==> src/rtl/ntt_ctrl.sv <==
// Sequencer for a 256-point in-place NTT/INTT on the shared butterfly datapath.
// Walks every layer, issues read/twiddle addresses, and replays them as write-backs D cycles later.
module ntt_ctrl #(
  parameter int RD_LATENCY = 1,
  parameter int BF_LATENCY = 0
) (
  input  logic       clk_i,
  input  logic       rst_i,
  input  logic       start_i,
  input  logic       sel_red_i,
  input  logic       sel_butterfly_i,
  output logic       rd_en_o,
  output logic [7:0] rd_addr_a_o,
  output logic [7:0] rd_addr_b_o,
  output logic [7:0] tw_addr_o,
  output logic       wr_en_o,
  output logic [7:0] wr_addr_a_o,
  output logic [7:0] wr_addr_b_o,
  output logic       sel_red_o,
  output logic       sel_butterfly_o,
  output logic       busy_o,
  output logic       done_o,
  output logic [1:0] state_o
);

  localparam int D   = RD_LATENCY + BF_LATENCY;
  localparam int DCW = (D > 1) ? $clog2(D) : 1;

  typedef enum logic [1:0] {
    IDLE  = 2'd0,
    ISSUE = 2'd1,
    DRAIN = 2'd2,
    DONE  = 2'd3
  } state_t;

  state_t           state;
  logic [6:0]       cnt;
  logic [2:0]       shift;       // log2(len) of the current layer
  logic [DCW-1:0]   drain_cnt;
  logic [2:0]       start_shift;
  logic [2:0]       next_shift;
  logic             last_layer;

  logic             en_pipe [D];
  logic [7:0]       a_pipe  [D];
  logic [7:0]       b_pipe  [D];

  // Returns {a, b, tw} for butterfly c of the layer with len = 1 << s.
  function automatic logic [23:0] bf_addr(input logic [6:0] c, input logic [2:0] s,
                                          input logic inv);
    logic [7:0] mask, g, a, b, base, tw;
    mask = (8'd1 << s) - 8'd1;
    g    = {1'b0, c} >> s;
    a    = (g << ({1'b0, s} + 4'd1)) | ({1'b0, c} & mask);
    b    = a + (8'd1 << s);
    base = 8'd128 >> s;
    // Inverse index wraps mod 256 on the len=1 layer, giving 255 - g as required.
    tw   = inv ? ((base << 1) - 8'd1 - g) : (base + g);
    return {a, b, tw};
  endfunction

  assign start_shift = sel_butterfly_i ? {2'b00, sel_red_i} : 3'd7;
  assign next_shift  = sel_butterfly_o ? shift + 3'd1 : shift - 3'd1;
  assign last_layer  = sel_butterfly_o ? (shift == 3'd7) : (shift == {2'b00, sel_red_o});
  assign state_o     = state;

  always_ff @(posedge clk_i or posedge rst_i) begin
    if (rst_i) begin
      state           <= IDLE;
      cnt             <= 7'd0;
      shift           <= 3'd0;
      drain_cnt       <= '0;
      rd_en_o         <= 1'b0;
      rd_addr_a_o     <= 8'd0;
      rd_addr_b_o     <= 8'd0;
      tw_addr_o       <= 8'd0;
      sel_red_o       <= 1'b0;
      sel_butterfly_o <= 1'b0;
      busy_o          <= 1'b0;
      done_o          <= 1'b0;
    end else begin
      case (state)
        IDLE: begin
          if (start_i) begin
            sel_red_o       <= sel_red_i;
            sel_butterfly_o <= sel_butterfly_i;
            shift           <= start_shift;
            cnt             <= 7'd0;
            state           <= ISSUE;
            busy_o          <= 1'b1;
            rd_en_o         <= 1'b1;
            {rd_addr_a_o, rd_addr_b_o, tw_addr_o} <=
              bf_addr(7'd0, start_shift, sel_butterfly_i);
          end
        end
        ISSUE: begin
          if (cnt == 7'd127) begin
            state       <= DRAIN;
            drain_cnt   <= '0;
            rd_en_o     <= 1'b0;
            rd_addr_a_o <= 8'd0;
            rd_addr_b_o <= 8'd0;
            tw_addr_o   <= 8'd0;
          end else begin
            cnt <= cnt + 7'd1;
            {rd_addr_a_o, rd_addr_b_o, tw_addr_o} <=
              bf_addr(cnt + 7'd1, shift, sel_butterfly_o);
          end
        end
        DRAIN: begin
          // Hold off the next layer until the last write-back has left the pipe.
          if (drain_cnt == DCW'(D - 1)) begin
            if (last_layer) begin
              state  <= DONE;
              busy_o <= 1'b0;
              done_o <= 1'b1;
            end else begin
              shift   <= next_shift;
              cnt     <= 7'd0;
              state   <= ISSUE;
              rd_en_o <= 1'b1;
              {rd_addr_a_o, rd_addr_b_o, tw_addr_o} <=
                bf_addr(7'd0, next_shift, sel_butterfly_o);
            end
          end else begin
            drain_cnt <= drain_cnt + 1'b1;
          end
        end
        DONE: begin
          done_o <= 1'b0;
          state  <= IDLE;
        end
        default: state <= IDLE;
      endcase
    end
  end

  always_ff @(posedge clk_i or posedge rst_i) begin
    if (rst_i) begin
      for (int i = 0; i < D; i++) begin
        en_pipe[i] <= 1'b0;
        a_pipe[i]  <= 8'd0;
        b_pipe[i]  <= 8'd0;
      end
    end else begin
      en_pipe[0] <= rd_en_o;
      a_pipe[0]  <= rd_addr_a_o;
      b_pipe[0]  <= rd_addr_b_o;
      for (int i = 1; i < D; i++) begin
        en_pipe[i] <= en_pipe[i-1];
        a_pipe[i]  <= a_pipe[i-1];
        b_pipe[i]  <= b_pipe[i-1];
      end
    end
  end

  assign wr_en_o     = en_pipe[D-1];
  assign wr_addr_a_o = a_pipe[D-1];
  assign wr_addr_b_o = b_pipe[D-1];

endmodule

==> config.mk <==
export PLATFORM = sky130hd
export DESIGN_NAME = ntt_ctrl
export DESIGN_NICKNAME = d
export VERILOG_FILES = /design/src/rtl/ntt_ctrl.sv
export SDC_FILE = /design/constraint.sdc
export NUM_CORES = 1
export LEC_CHECK = 0
export ABC_AREA = 0
export CORE_ASPECT_RATIO = 1.4
export CORE_MARGIN = 4
export CORE_UTILIZATION = 62
export CTS_CLUSTER_SIZE = 24
export DETAILED_ROUTE_END_ITERATION = 10
export PLACE_DENSITY = 0.95
export SETUP_SLACK_MARGIN = 0.02
export SLEW_MARGIN = 0
export SYNTH_ARGS = -nofsm -noshare
export SYNTH_HDL_FRONTEND = slang
export SYNTH_SLANG_ARGS = --single-unit
export TNS_END_PERCENT = 100
==> constraint.sdc <==
create_clock -name clk_i -period 9.74 [get_ports clk_i]
set_clock_uncertainty 0.1 [all_clocks]
set_input_delay 1.948 -clock clk_i [delete_from_list [all_inputs] [get_ports clk_i]]
set_output_delay 1.948 -clock clk_i [all_outputs]
set_load 0.1 [all_outputs]
# == Yosys cells after proc, flatten, opt, wreduce, memory -nomap -nowiden ==
# Cells that the tools add are included.
# word_totals
in_bits,5
register_bits,59
memories,0
latchBits,0
mem_bits_ro,0
output_inout_bits,48
ramBits,0
# op_classes
n_mul,0
n_bitwise,2
magnitude_cmp,0
n_shift,12
div_mod_pow,0
add_sub_neg,20
n_reduce_logical,14
muxes,48
eq_ne,12
# op_table
operator,n
8-bit two-way mux,15
8-bit one-hot mux with 3 select lines,3
8-bit adder,6
"8-bit by 1-bit subtractor with 8-bit output, second input constant",4
7-bit two-way mux,4
"1-bit by 3-bit left shift with 8-bit output, first input constant",3
8-bit by 4-bit left shift with 8-bit output,3
"8-bit by 3-bit >> shifter with 8-bit output, first input constant",3
8-bit subtractor,3
7-bit one-hot mux with 3 select lines,1
"1-bit by 3-bit >> shifter with 8-bit output, first input constant",2
3-bit two-way mux,5
"3-bit by 1-bit adder with 4-bit output, second input constant",3
"2-bit inequality test, second input constant",6
4-bit AND reduction,3
1-bit two-way mux,10
5-bit AND reduction,2
7-bit by 8-bit AND with 8-bit output,1
2-bit two-way mux,4
8-bit bitwise OR,1
2-bit one-hot mux with 4 select lines,1
7-bit by 3-bit >> shifter with 8-bit output,1
"7-bit by 1-bit adder with 7-bit output, second input constant",1
"7-bit equality test, second input constant",1
15 further kinds,22

# == Longest topological paths before layout ==
# logic_depth
depth_word,9
depth_mapped,21
mapped_depth_nobuf,18

# == Least setup slack after synthesis ==
# OpenSTA, ideal clock, no wires.
# synth_timing
path_type,flip-flop to flip-flop
from,reg sel_butterfly_o
to,reg tw_addr_o[7]
arrival_ns,3.793
path_stages_with_launch,12
period_less_slack_ns,4.019
required_ns,9.514
setup_slack_ns,5.721
setup_ns,0.126
cell_sequence,dfrtp_1 > clkbuf_1 > clkinv_1 > fa_1 > xnor2_1 > clkbuf_1 > nand2_1 > ha_1 > o2111a_1 > o21ai_0 > a211oi_1 > a221o_1
# synth_between
elab_chain_cells,8
elab_cells_between_ends,15
cone_classes,3 x add/sub; 1 x eq/ne; 2 x shift; 8 x mux; 1 x reduce/logical
# synth_lines
item,line,source
from (decl),20,"output logic sel_butterfly_o,"
from (signal assigned),86,sel_butterfly_o <= sel_butterfly_i;
3-bit two-way mux,63,assign next_shift = sel_butterfly_o ? shift + 3'd1 : shift - 3'd1;
8-bit by 3-bit >> shifter with 8-bit output,56,base = 8'd128 >> s;
8-bit by 1-bit subtractor with 8-bit output,58,tw = inv ? ((base << 1) - 8'd1 - g) : (base + g);
8-bit subtractor,58,
8-bit two-way mux,58,
8-bit two-way mux,113,if (last_layer) begin
8-bit two-way mux,112,if (drain_cnt == DCW'(D - 1)) begin
8-bit one-hot mux with 3 select lines,82,case (state)
to (signal assigned),92,"{rd_addr_a_o, rd_addr_b_o, tw_addr_o} <="
to (signal assigned),106,"{rd_addr_a_o, rd_addr_b_o, tw_addr_o} <="
to (signal assigned),122,"{rd_addr_a_o, rd_addr_b_o, tw_addr_o} <="
to (decl),15,"output logic [7:0] tw_addr_o,"
# Several ways; a longest one is shown, not always the timed one. The select of a mux whose other input is x is not followed.
# A chain may end at the register's enable or synchronous reset.

# == Worst setup path in the final report ==
# layout_timing
from,reg shift[1]
to,reg rd_addr_b_o[7]
# layout_between
elab_chain_cells,8
elab_cells_between_ends,25
cone_classes,7 x add/sub; 3 x eq/ne; 6 x shift; 6 x mux; 2 x bitwise; 1 x reduce/logical
# layout_lines
item,line,source
from (decl),38,logic [2:0] shift;
from (signal assigned),87,shift <= start_shift;
from (signal assigned),118,shift <= next_shift;
3-bit by 1-bit subtractor with 3-bit output / 3-bit by 1-bit adder with 3-bit output (equally long branches),63,
3-bit two-way mux,63,
3-bit by 1-bit adder with 4-bit output / 1-bit by 3-bit >> shifter with 8-bit output (equally long branches),"54, 53",
8-bit by 4-bit left shift with 8-bit output,54,"a = (g << ({1'b0, s} + 4'd1)) | ({1'b0, c} & mask);"
8-bit adder,55,b = a + (8'd1 << s);
8-bit two-way mux,113,
8-bit two-way mux,112,
8-bit one-hot mux with 3 select lines,82,
to (signal assigned),92,
to (signal assigned),106,
to (signal assigned),122,
to (decl),14,"output logic [7:0] rd_addr_b_o,"
# Several ways; a longest one is shown, not always the timed one. The select of a mux whose other input is x is not followed.

==> results.sh <==
export IMPL_rows=37
export IMPL_clkTransAtPathRegs_ns=0.07
export IMPL_synthXorXnorAreaFrac_pct=5.198
export IMPL_area_growth_pct=15.22
export IMPL_fin_crit_sh_pct=49.76
export IMPL_fmax_ghz=0.2063
export IMPL_vias=4710
export IMPL_grt_first_pass_wirelength_mm=23.52
export IMPL_final_area_sq_mm=0.005436
export IMPL_cts_root_buf="clkbuf_8"
export IMPL_synth_area_leaders="dfrtp_1, ha_1, o21ai_0"
export IMPL_synth_ff_type="dfrtp_1"
export IMPL_cts_made_buffers=9
export IMPL_port_buffers=52
export IMPL_yosysSeqAreaShare_pct=30.76
export IMPL_routed_wl_mm=14.68
export IMPL_synth_top_area_share_pct=30.76
export IMPL_crit_chain="clkinv_1 > ha_1 > nor2b_1 > inv_1 > ha_1 > nand2b_1 > or3b_2 > a21oi_1 > nor2_1 > a21oi_1 > ha_1 > nor4_1 > nor3_1 > xnor2_1 > o41ai_1 > a41oi_1 > nand2_1"
export IMPL_cp_arrival_ns=5.04
export IMPL_n_antenna_cell=0
export IMPL_dp_slack_ns=5.039
export IMPL_drc=0
export IMPL_synthAdderAreaFrac_pct=12.30
export IMPL_yosys_area_share_simple_pct=17.74
export IMPL_track_usage_pct=33.78
export IMPL_slowest_delay_ns=0.80
export IMPL_start_util_pct=64.10
export IMPL_cts_path_max_buffers=2
export IMPL_criticalPathCategory="flip-flop to flip-flop"
export IMPL_syn_nets=606
export IMPL_status="complete, no violations"
export IMPL_first_iter_violations=482
export IMPL_viasPerCell=6.797
export IMPL_relSlewSlack_pct=33.03
export IMPL_placed_cell_area_sq_mm=0.005230
export IMPL_cts_setup_buffers=0
export IMPL_clkLatencyLatePin_ns=0.35
export IMPL_wl_per_cell_microns=21.18
export IMPL_worstPathRequired_ns=9.93
export IMPL_synth_mux_area_share_pct=1.379
export IMPL_syn_inst=557
export IMPL_postCtsResizedCells=0
export IMPL_cpMaxStageDelayCell="dfrtp_1"
export IMPL_gp_congestion=0.9362
export IMPL_setup_ws_ns=4.893
export IMPL_holdCritPathClass="flip-flop to flip-flop"
export IMPL_cp_start_kind="flip-flop"
export IMPL_grt_pass1_vias=4567
export IMPL_clkSinkCount=58
export IMPL_cts_tree="done"
export IMPL_h_tree_depth=3
export IMPL_crit_top_cell="ha_1"
export IMPL_mappedNetlistArea_sq_mm=0.004718
export IMPL_die_area_sq_mm=0.009089
export IMPL_worstMarginPinSlew_ns=1.001
export IMPL_yosysTopAreaCell="dfrtp_1"
export IMPL_setup_viol=0
export IMPL_hold_violations=0
export IMPL_tns_ns=0
export IMPL_antenna_found_initial=0
export IMPL_syn_mean_instance_area_sq_um=8.471
export IMPL_coreArea_sq_mm=0.007361
export IMPL_holdWs_ns=0.2931
export IMPL_ys_ff_latch=58
export IMPL_first_pass_iters=6
export IMPL_die_width_microns=81.73
export IMPL_maxCapViolCount=0
export IMPL_grt_max_degree=36
export IMPL_ant_nets=0
export IMPL_synth_edf_count=0
export IMPL_async_flop_share_pct=100.0
export IMPL_synth_compound_area_share_pct=26.04
export IMPL_dp_hpwl_mm=10.87
export IMPL_rsz0062_at_grt="false"
export IMPL_yosys_warnings=0
export IMPL_synth_top_family_by_area="compound AO/OA/AOI/OAI gates"
export IMPL_drive_above_1_share_pct=6.711
export IMPL_cp_end_kind="flip-flop"
export IMPL_finalMaxSlewViolations=0
export IMPL_grt_overflow_total=0
export IMPL_postCtsHoldBufs=0
export IMPL_synth_distinct_cells=75
export IMPL_nets=642
export IMPL_worstPathMaxFanout=22
export IMPL_pin_count=53
export IMPL_fin_crit_ns=4.847
export IMPL_die_h_microns=111.2
through the flow:
| step | instances | util (%) |
|---|---|---|
| 6_report | 693 | 73.86 |
| 5_1_grt | 693 | 73.86 |
| 4_1_cts | 693 | 73.86 |
| 3_5_place_dp | 679 | 71.05 |
| 3_3_place_gp | 679 | 71.05 |
| 2_1_floorplan | 557 | - |
critical path, delay by kind of cell (launching register included):
kind,cells,cell delay (ns)
compound gates,4,0.99
xor+xnor,1,0.14
fa+ha+maj,3,0.84
buf+inv,2,0.60
flops,1,0.80
simple gates,7,1.31
per-layer routing:
| layer | part of all wire [%] | track usage, % | up-vias |
|---|---|---|---|
| li1 | - | - | 2093 |
| met1 | 37 | 39.45 | 2253 |
| met2 | 50 | 55.37 | 285 |
| met3 | 7.2 | 6.667 | 79 |
| met4 | 6.2 | 20.29 | 0 |
| met5 | 0 | 0 | - |
state kept, by name (all words and copies together), names as in the netlist:
| name | flops |
|---|---|
| rd_addr_a_o | 8 |
| rd_addr_b_o | 8 |
| tw_addr_o | 8 |
| wr_addr_a_o | 8 |
| wr_addr_b_o | 8 |
| cnt | 7 |
| shift | 3 |
| state_o | 2 |
| busy_o | 1 |
| done_o | 1 |
| rd_en_o | 1 |
| sel_butterfly_o | 1 |
| sel_red_o | 1 |
| wr_en_o | 1 |
worst paths after layout:
path	end	slack, ns	from	depth (start not counted)
setup / recovery	rd_addr_b_o[7]	4.89	shift[1]	17
hold / removal	wr_en_o	0.29	rd_en_o	0
setup reg to reg	rd_addr_b_o[7]	4.89	shift[1]	17
hold reg to reg	wr_en_o	0.29	rd_en_o	0
max in group asynchronous	wr_addr_a_o[1]	6.83	rst_i	3
min in group asynchronous	wr_addr_b_o[0]	1.87	rst_i	2
placed cells by master, fill, tap and decap left out, types with 3 or more instances in the layout:
| cell type | netlist | routed |
|---|---|---|
| a211oi_1 | 6 | 6 |
| a21o_1 | 5 | 5 |
| a21oi_1 | 35 | 35 |
| a22o_1 | 16 | 16 |
| a22oi_1 | 3 | 3 |
| a31oi_1 | 12 | 12 |
| and2_1 | 6 | 6 |
| buf_4 | 1 | 7 |
| clkbuf_8 | 0 | 10 |
| clkdlybuf4s50_1 | 0 | 52 |
| clkinv_1 | 3 | 3 |
| dfrtp_1 | 58 | 58 |
| fa_1 | 4 | 4 |
| ha_1 | 40 | 40 |
| inv_1 | 30 | 29 |
| mux2_2 | 4 | 4 |
| nand2_1 | 57 | 57 |
| nand2b_1 | 7 | 7 |
| nand3_1 | 14 | 14 |
| nand4_1 | 7 | 7 |
| nor2_1 | 40 | 40 |
| nor2b_1 | 10 | 10 |
| nor3_1 | 13 | 13 |
| nor4_1 | 7 | 7 |
| o211ai_1 | 7 | 7 |
| o21ai_0 | 43 | 43 |
| o22ai_1 | 7 | 7 |
| o31ai_1 | 6 | 6 |
| xnor2_1 | 18 | 18 |
| xor2_1 | 10 | 10 |
kinds of logic (layout without fill, tap and decap cells):
logic type | after synthesis | after routing
fa+ha+maj | 44 | 44
simple gates | 175 | 175
xor+xnor | 28 | 28
other cells | 1 | 1
mux | 6 | 6
compound gates | 178 | 178
buf+inv | 67 | 106
flops | 58 | 58
cells in the mapped netlist (4+ instances only):
cell type,n
nand4_1,7
nand2_1,57
o22ai_1,7
and2_1,6
xor2_1,10
a22o_1,16
a21oi_1,35
nor3_1,13
a31oi_1,12
nand3_1,14
nor2b_1,10
a211oi_1,6
nor2_1,40
o31ai_1,6
buf_2,5
ha_1,40
buf_6,6
xnor2_1,18
dfrtp_1,58
a21o_1,5
fa_1,4
clkbuf_1,22
nand2b_1,7
nor4_1,7
o21ai_0,43
mux2_2,4
o211ai_1,7
inv_1,30
final cells by class:
cell class,count,area [sq um]
sequential,58,1451
multi-input combinational,432,2960
clock buffer,11,141.4
inverter,33,123.9
clock inverter,3,65.06
tap,97,121.4
timing repair buffer,59,573.1
fill,556,1924
Power is left out: the tool's default activity adds up to more than one toggle a clock period on the data nets, which glitch-free logic cannot reach.
